### config.mk
export PLATFORM = sky130hd
export DESIGN_NAME = bfs_node_walker
export DESIGN_NICKNAME = d
export VERILOG_FILES = /design/src/rtl/bfs_node_walker.sv
export SDC_FILE = /design/constraint.sdc
export NUM_CORES = 1
export LEC_CHECK = 0
export ABC_AREA = 1
export BUFFER_PORTS_ARGS = -buffer_cell sky130_fd_sc_hd__buf_2
export CELL_PAD_IN_SITES_DETAIL_PLACEMENT = 0
export CELL_PAD_IN_SITES_GLOBAL_PLACEMENT = 1
export CORE_MARGIN = 5
export CORE_UTILIZATION = 47
export DETAILED_ROUTE_END_ITERATION = 16
export GPL_ROUTABILITY_DRIVEN = 0
export PLACE_DENSITY = 0.95
export SLEW_MARGIN = 0
export SYNTH_ARGS = -nofsm -noshare
export SYNTH_HDL_FRONTEND = slang
export SYNTH_SLANG_ARGS = --single-unit
### constraint.sdc
create_clock -name i_clk -period 4.4 [get_ports i_clk]
set_input_delay 1.1 -clock i_clk [delete_from_list [all_inputs] [get_ports i_clk]]
set_output_delay 1.1 -clock i_clk [all_outputs]
set_load 0.05 [all_outputs]
### src/rtl/bfs_node_walker.sv
// rtl/bfs_node_walker.sv - breadth-first octree node walker over a 1-cycle-latency node BRAM
// Optional loop guard: define BFS_LOOP_GUARD_EN to cap a traversal at DEPTH emitted nodes.
module bfs_node_walker #(
  parameter int WIDTH  = 152,
  parameter int DEPTH  = 16,
  parameter int QDEPTH = 16,
  localparam int ADDRW = $clog2(DEPTH)
) (
  input  logic             i_clk,
  input  logic             i_rst_n,
  input  logic             i_start,
  input  logic [ADDRW-1:0] i_root_addr,
  output logic [ADDRW-1:0] o_rd_addr,
  input  logic [WIDTH-1:0] i_rd_data,
  output logic             o_node_valid,
  input  logic             i_node_ready,
  output logic [ADDRW-1:0] o_node_addr,
  output logic [3:0]       o_node_depth,
  output logic             o_busy,
  output logic             o_done,
  output logic             o_overflow,
  output logic             o_loop_abort,
  output logic [ADDRW:0]   o_visit_count
);

  localparam int QW = $clog2(QDEPTH);
  localparam logic [QW:0] QFULL = (QW+1)'(QDEPTH);
`ifdef BFS_LOOP_GUARD_EN
  localparam logic [ADDRW:0] VISIT_LIMIT = (ADDRW+1)'(DEPTH);
`endif

  typedef enum logic [2:0] {
    S_IDLE  = 3'd0,
    S_FETCH = 3'd1,
    S_WAIT  = 3'd2,
    S_EMIT  = 3'd3,
    S_SCAN  = 3'd4,
    S_DONE  = 3'd5
  } state_t;

  state_t           state_q, state_d;
  logic [ADDRW-1:0] cur_addr_q, cur_addr_d;
  logic [ADDRW-1:0] rd_addr_q, rd_addr_d;
  logic [WIDTH-1:0] node_q, node_d;
  logic [2:0]       idx_q, idx_d;
  logic [ADDRW:0]   visit_q, visit_d;
  logic             ovf_q, ovf_d;
  logic             abort_q, abort_d;
  logic             from_fifo_q, from_fifo_d;

  logic [ADDRW-1:0] fifo_mem [QDEPTH];
  logic [QW-1:0]    fifo_wr_q, fifo_rd_q;
  logic [QW:0]      fifo_cnt_q;
  logic             fifo_full, fifo_empty_next;
  logic             push, pop, flush;

  logic [15:0]      children [8];
  logic [15:0]      child_ptr;
  logic             child_live;
  logic [ADDRW-1:0] fetch_addr;
  logic             unused_fields;

  always_comb begin
    for (int k = 0; k < 8; k++) begin
      children[k] = node_q[151-16*k -: 16];
    end
  end

  assign child_ptr     = children[idx_q];
  assign child_live    = |child_ptr;
  assign fifo_full     = (fifo_cnt_q == QFULL);
  assign fetch_addr    = from_fifo_q ? fifo_mem[fifo_rd_q] : cur_addr_q;
  assign unused_fields = ^{node_q[23:8], node_q[3:0]};

  // Pops happen in FETCH so the last SCAN cycle can still push without a same-cycle pop.
  always_comb begin
    state_d         = state_q;
    cur_addr_d      = cur_addr_q;
    rd_addr_d       = rd_addr_q;
    node_d          = node_q;
    idx_d           = idx_q;
    visit_d         = visit_q;
    ovf_d           = ovf_q;
    abort_d         = abort_q;
    from_fifo_d     = from_fifo_q;
    push            = 1'b0;
    pop             = 1'b0;
    flush           = 1'b0;
    fifo_empty_next = 1'b0;
    case (state_q)
      S_IDLE: begin
        if (i_start) begin
          cur_addr_d  = i_root_addr;
          ovf_d       = 1'b0;
          abort_d     = 1'b0;
          visit_d     = '0;
          from_fifo_d = 1'b0;
          state_d     = S_FETCH;
        end
      end
      S_FETCH: begin
        cur_addr_d = fetch_addr;
        rd_addr_d  = fetch_addr;
        pop        = from_fifo_q;
        state_d    = S_WAIT;
      end
      S_WAIT: begin
        node_d  = i_rd_data;
        state_d = S_EMIT;
      end
      S_EMIT: begin
        if (i_node_ready) begin
          visit_d = visit_q + (ADDRW+1)'(1);
          idx_d   = 3'd0;
          state_d = S_SCAN;
        end
      end
      S_SCAN: begin
        if (child_live) begin
          if (fifo_full) ovf_d = 1'b1;
          else           push  = 1'b1;
        end
        idx_d = idx_q + 3'd1;
        fifo_empty_next = (fifo_cnt_q == '0) && !push;
        if (idx_q == 3'd7) begin
          if (fifo_empty_next) begin
            state_d = S_DONE;
          end
`ifdef BFS_LOOP_GUARD_EN
          else if (visit_q == VISIT_LIMIT) begin
            abort_d = 1'b1;
            state_d = S_DONE;
          end
`endif
          else begin
            from_fifo_d = 1'b1;
            state_d     = S_FETCH;
          end
        end
      end
      S_DONE: begin
        flush   = 1'b1;
        state_d = S_IDLE;
      end
      default: state_d = S_IDLE;
    endcase
  end

  always_ff @(posedge i_clk or negedge i_rst_n) begin
    if (!i_rst_n) begin
      state_q     <= S_IDLE;
      cur_addr_q  <= '0;
      rd_addr_q   <= '0;
      node_q      <= '0;
      idx_q       <= '0;
      visit_q     <= '0;
      ovf_q       <= 1'b0;
      abort_q     <= 1'b0;
      from_fifo_q <= 1'b0;
      fifo_wr_q   <= '0;
      fifo_rd_q   <= '0;
      fifo_cnt_q  <= '0;
    end else begin
      state_q     <= state_d;
      cur_addr_q  <= cur_addr_d;
      rd_addr_q   <= rd_addr_d;
      node_q      <= node_d;
      idx_q       <= idx_d;
      visit_q     <= visit_d;
      ovf_q       <= ovf_d;
      abort_q     <= abort_d;
      from_fifo_q <= from_fifo_d;
      if (flush) begin
        fifo_wr_q  <= '0;
        fifo_rd_q  <= '0;
        fifo_cnt_q <= '0;
      end else if (push) begin
        fifo_wr_q  <= fifo_wr_q + QW'(1);
        fifo_cnt_q <= fifo_cnt_q + (QW+1)'(1);
      end else if (pop) begin
        fifo_rd_q  <= fifo_rd_q + QW'(1);
        fifo_cnt_q <= fifo_cnt_q - (QW+1)'(1);
      end
    end
  end

  always_ff @(posedge i_clk) begin
    if (push) fifo_mem[fifo_wr_q] <= child_ptr[ADDRW-1:0];
  end

  assign o_rd_addr     = (state_q == S_FETCH) ? fetch_addr : rd_addr_q;
  assign o_node_valid  = (state_q == S_EMIT);
  assign o_node_addr   = cur_addr_q;
  assign o_node_depth  = node_q[7:4];
  assign o_busy        = (state_q != S_IDLE);
  assign o_done        = (state_q == S_DONE);
  assign o_overflow    = ovf_q;
  assign o_loop_abort  = abort_q;
  assign o_visit_count = visit_q;

endmodule
==> qor.log <==
INFO  pwr            pwr_density_cell=749mW/mm2
INFO  run_status     outcome=complete, no violations
INFO  cells_and_area final_cell_area=0.0120mm2
INFO  pwr            static-leakage-power=5.52nW
INFO  clocking       cts_tree=done
INFO  yosys          ys_dominant_reg_cell=sky130_fd_sc_hd__dfrtp_1
INFO  global_route   grt.overflow.total=0
INFO  routing        drt-pass1-iter-count=5
INFO  critical_path  worstSetupStartpointType=flip-flop
INFO  clocking       clkLatencyLatePin=0.52ns
INFO  yosys          synth_edf_count=64
INFO  timing         final_max_slew_viol_count=0
INFO  min_path       hold_class=flip-flop to flip-flop
INFO  yosys          synth_area_leaders=sky130_fd_sc_hd__dfrtp_1 (41%), sky130_fd_sc_hd__edfxtp_1 (19%), sky130_fd_sc_hd__mux2_2 (11%), sky130_fd_sc_hd__nor2_1 (5.4%), sky130_fd_sc_hd__nand2_1 (4.7%)
INFO  clocking       clkSlewWorstSetupHoldPaths=0.06ns
INFO  routing        detail_route.vias_per_cell=5.18
INFO  clocking       post_cts.repair.setup_buffers=0
INFO  yosys          syn-instance-count=966
INFO  yosys          share_of_synthesized_registers_carrying_an_async_set_or_reset=0.722
INFO  routing        drtAntennaViolNets=0
INFO  yosys          synth_top_area_share=0.409
INFO  global_route   grt_pass1_wl=37.6mm
INFO  pwr            net_switching_component_of_the_power=0.00326W
INFO  critical_path  regToRegStartpoint=idx_q[0]$_DFFE_PN0P_
INFO  die            start_util=0.480
INFO  critical_path  ff2ff_path_depth=17
INFO  cells_and_area fillerInstances=1778
INFO  yosys          part_of_the_yosys_area_used_for_sequential_elements=0.599
INFO  timing         setup_violations=0
INFO  cells_and_area area.growth.synth_to_final=18.6%
INFO  placed_design  placement.io_buffers=160
INFO  clocking       cts_buffers=24
INFO  yosys          post_synth_instance_area=0.0101mm2
INFO  pwr            max-vdd-ir-drop=0.000423V
INFO  placed_design  dp.final_hpwl=16.7mm
INFO  timing         fin_worst_skew=0.0207ns
INFO  yosys          netlist.top_cell.by_area=sky130_fd_sc_hd__dfrtp_1
INFO  clocking       root_buffer=sky130_fd_sc_hd__clkbuf_16
INFO  pwr            internal_power=0.00576W
INFO  die            design.core.area=0.0212mm2
INFO  yosys          synth.top_cells.by_count=sky130_fd_sc_hd__dfrtp_1 (166), sky130_fd_sc_hd__nor2_1 (147), sky130_fd_sc_hd__nand2_1 (126)
INFO  yosys          syn_nets=1139
INFO  die            ios=182
INFO  pwr            p_comb_frac=0.364
INFO  clocking       holdBufCountCts=0
INFO  clocking       cts_resized=0
INFO  pwr            clock_power_share=0.238
INFO  routing        drt-wirelength-per-cell=16.6um
INFO  global_route   largest_net_degree_at_the_start_of_global_routing=86
INFO  critical_path  r2r_setup_slack=1.07ns
INFO  yosys          ys_ff_latch=230
INFO  timing         timing_worst_slew_pin_value=0.967ns
INFO  global_route   antenna_violations_before_repair=9
INFO  routing        drtIter0Drc=387
INFO  clocking       cts-htree-levels=1
INFO  timing         holdWs=0.480ns
INFO  placed_design  instance_area_after_placement=0.0112mm2
INFO  die            die_h=157um
INFO  run            maximum_capacitance_violations=0
INFO  cells_and_area finish.net_count=1291
INFO  timing         clock.fmax=260MHz
INFO  critical_path  criticalPathCategory=flip-flop to output port
INFO  min_path       worstHoldStart=rd_addr_q[3]$_DFF_PN0_
INFO  routing        post-route-drc-count=0
INFO  timing         finalHoldViolations=0
INFO  critical_path  critical_path.max_fanout=19
INFO  yosys          count_of_warnings_emitted_by_yosys=0
INFO  timing         setup_repair_after_global_routing_missed_its_margin=false
INFO  global_route   all_layer_global_routing_usage=0.189
INFO  critical_path  cp_data_required_time=3.30ns
INFO  global_route   grt_pass1_vias=7432
INFO  critical_path  cp_data_arrival_time=2.75ns
INFO  yosys          cell_variety_after_synth=34
INFO  timing         fin_setup_tns=0ns
INFO  timing         finalWorstPathRequiredPeriod=3.85ns
INFO  critical_path  critical_path.endpoint_type=output port
INFO  routing        route.final.wire_length=23.4mm
INFO  timing         fin_crit_sh=0.876
INFO  pwr            sequentialPowerShare=0.398
INFO  critical_path  critical_path_start=fifo_rd_q[1]$_DFFE_PN0P_
INFO  die            floorplan.die.width=157um
INFO  cells_and_area layout-drive-gt1-share=0.286
INFO  die            die_footprint=0.0246mm2
INFO  clocking       clock_sinks=230
INFO  yosys          library_cell_with_the_highest_instance_count_after_synthesis=sky130_fd_sc_hd__dfrtp_1
INFO  critical_path  critical_path.reg2reg.endpoint=fifo_cnt_q[4]$_DFFE_PN0P_
INFO  routing        route.vias.total=7301
INFO  pwr            power.switching_fraction=0.362
INFO  timing         max_slew_margin=0.356
INFO  clocking       clk_path_buf_depth=3
INFO  critical_path  worst_setup_path_endpoint=o_rd_addr[1]
INFO  die            num_rows=53
INFO  yosys          synthesis.area_per_instance=10.5um2
[per-layer routing]
metal,share of wire,up-vias,track usage
met1,0.40,3457,0.241
met2,0.49,224,0.316
met3,0.085,57,0.0619
met4,0.022,16,0.0455
li1,-,3547,-
met5,0.0044,-,0
[sequential cells by signal, indices dropped and copies added, names as in the netlist]
| register | count |
|---|---|
| o_overflow | 1 |
| fifo_cnt_q | 5 |
| fifo_rd_q | 4 |
| o_node_addr | 4 |
| from_fifo_q | 1 |
| fifo_mem | 64 |
| node_q | 132 |
| rd_addr_q | 4 |
| fifo_wr_q | 4 |
| idx_q | 3 |
| o_visit_count | 5 |
| state_q | 3 |
[worst min path at each step]
stage                               to  slack [ns]  depth (start not counted)
3_3_place_gp    rd_addr_q[0]$_DFF_PN0_        0.46                          2
5_1_grt         node_q[49]$_DFFE_PN0P_        0.51                          1
6_report        rd_addr_q[3]$_DFF_PN0_        0.48                          2
3_5_place_dp    rd_addr_q[3]$_DFF_PN0_        0.47                          2
4_1_cts         rd_addr_q[3]$_DFF_PN0_        0.48                          2
2_1_floorplan  node_q[143]$_DFFE_PN0P_        0.47                          1
[critical path: stages (launching register included)]
cell and delay [ns]:
sky130_fd_sc_hd__dfrtp_1 0.37, sky130_fd_sc_hd__buf_4 0.20, sky130_fd_sc_hd__inv_1 0.42, sky130_fd_sc_hd__o21ai_0 0.17, sky130_fd_sc_hd__o22ai_1 0.25, sky130_fd_sc_hd__o21ai_0 0.14
sky130_fd_sc_hd__inv_1 0.06, sky130_fd_sc_hd__o21ai_0 0.07, sky130_fd_sc_hd__nand3_1 0.10, sky130_fd_sc_hd__nand2_1 0.09, sky130_fd_sc_hd__nand2_1 0.09, sky130_fd_sc_hd__buf_2 0.27
[cell families after synthesis]
group | Yosys count | synth area share
other | 1 | 0.000369
AOI/OAI and AO/OA | 122 | 0.0650
and+or+nand+nor | 370 | 0.151
adders and majority gates | 13 | 0.0168
DFF | 230 | 0.599
xor gates and xnor gates | 6 | 0.00518
muxes | 101 | 0.112
buffers and inverters | 123 | 0.0508
[through the flow]
| step | utilization | setup slack, ns | std cells | power, W |
|---|---|---|---|---|
| 4_1_cts | 0.569 | 0.558 | 1409 | 0.00907 |
| 2_1_floorplan | - | 1.52 | 966 | 0.00608 |
| 6_report | 0.569 | 0.548 | 1410 | 0.00902 |
| 3_5_place_dp | 0.529 | 1.10 | 1367 | 0.00690 |
| 3_3_place_gp | 0.529 | 1.13 | 1367 | 0.00676 |
| 5_1_grt | 0.569 | 0.327 | 1410 | 0.00963 |
[layout make-up]
type	instances	area, um2	share of cell area
Tap cell	275	344	0.0286
Multi-Input combinational cell	613	3570	0.297
Sequential cell	230	6080	0.505
Clock buffer	30	684	0.0569
Inverter	78	293	0.0243
Antenna cell	1	2.50	0.000208
Timing Repair Buffer	171	902	0.0749
Clock inverter	12	165	0.0137
[cell usage in the layout, fill, tap and decap left out, drive strengths merged, types with 15 or more instances in the layout]
master	instances
nor3	26
buf	171
inv	78
mux2	101
nand3	54
nand2	127
o21ai	57
nor2	147
edfxtp	64
a21oi	43
o22ai	15
dfrtp	166
clkbuf	30
[power groups by stage]
stage / clock network [W] / logic (W) / registers [W]
after floorplan: 0 / 0.00254 / 0.00354
after global placement: 0 / 0.00318 / 0.00358
after detailed placement: 0 / 0.00328 / 0.00362
after CTS: 0.00218 / 0.00331 / 0.00359
after global routing: 0.00228 / 0.00367 / 0.00369
final: 0.00214 / 0.00329 / 0.00359
No activity file was read; power rests on OpenSTA's default activity.
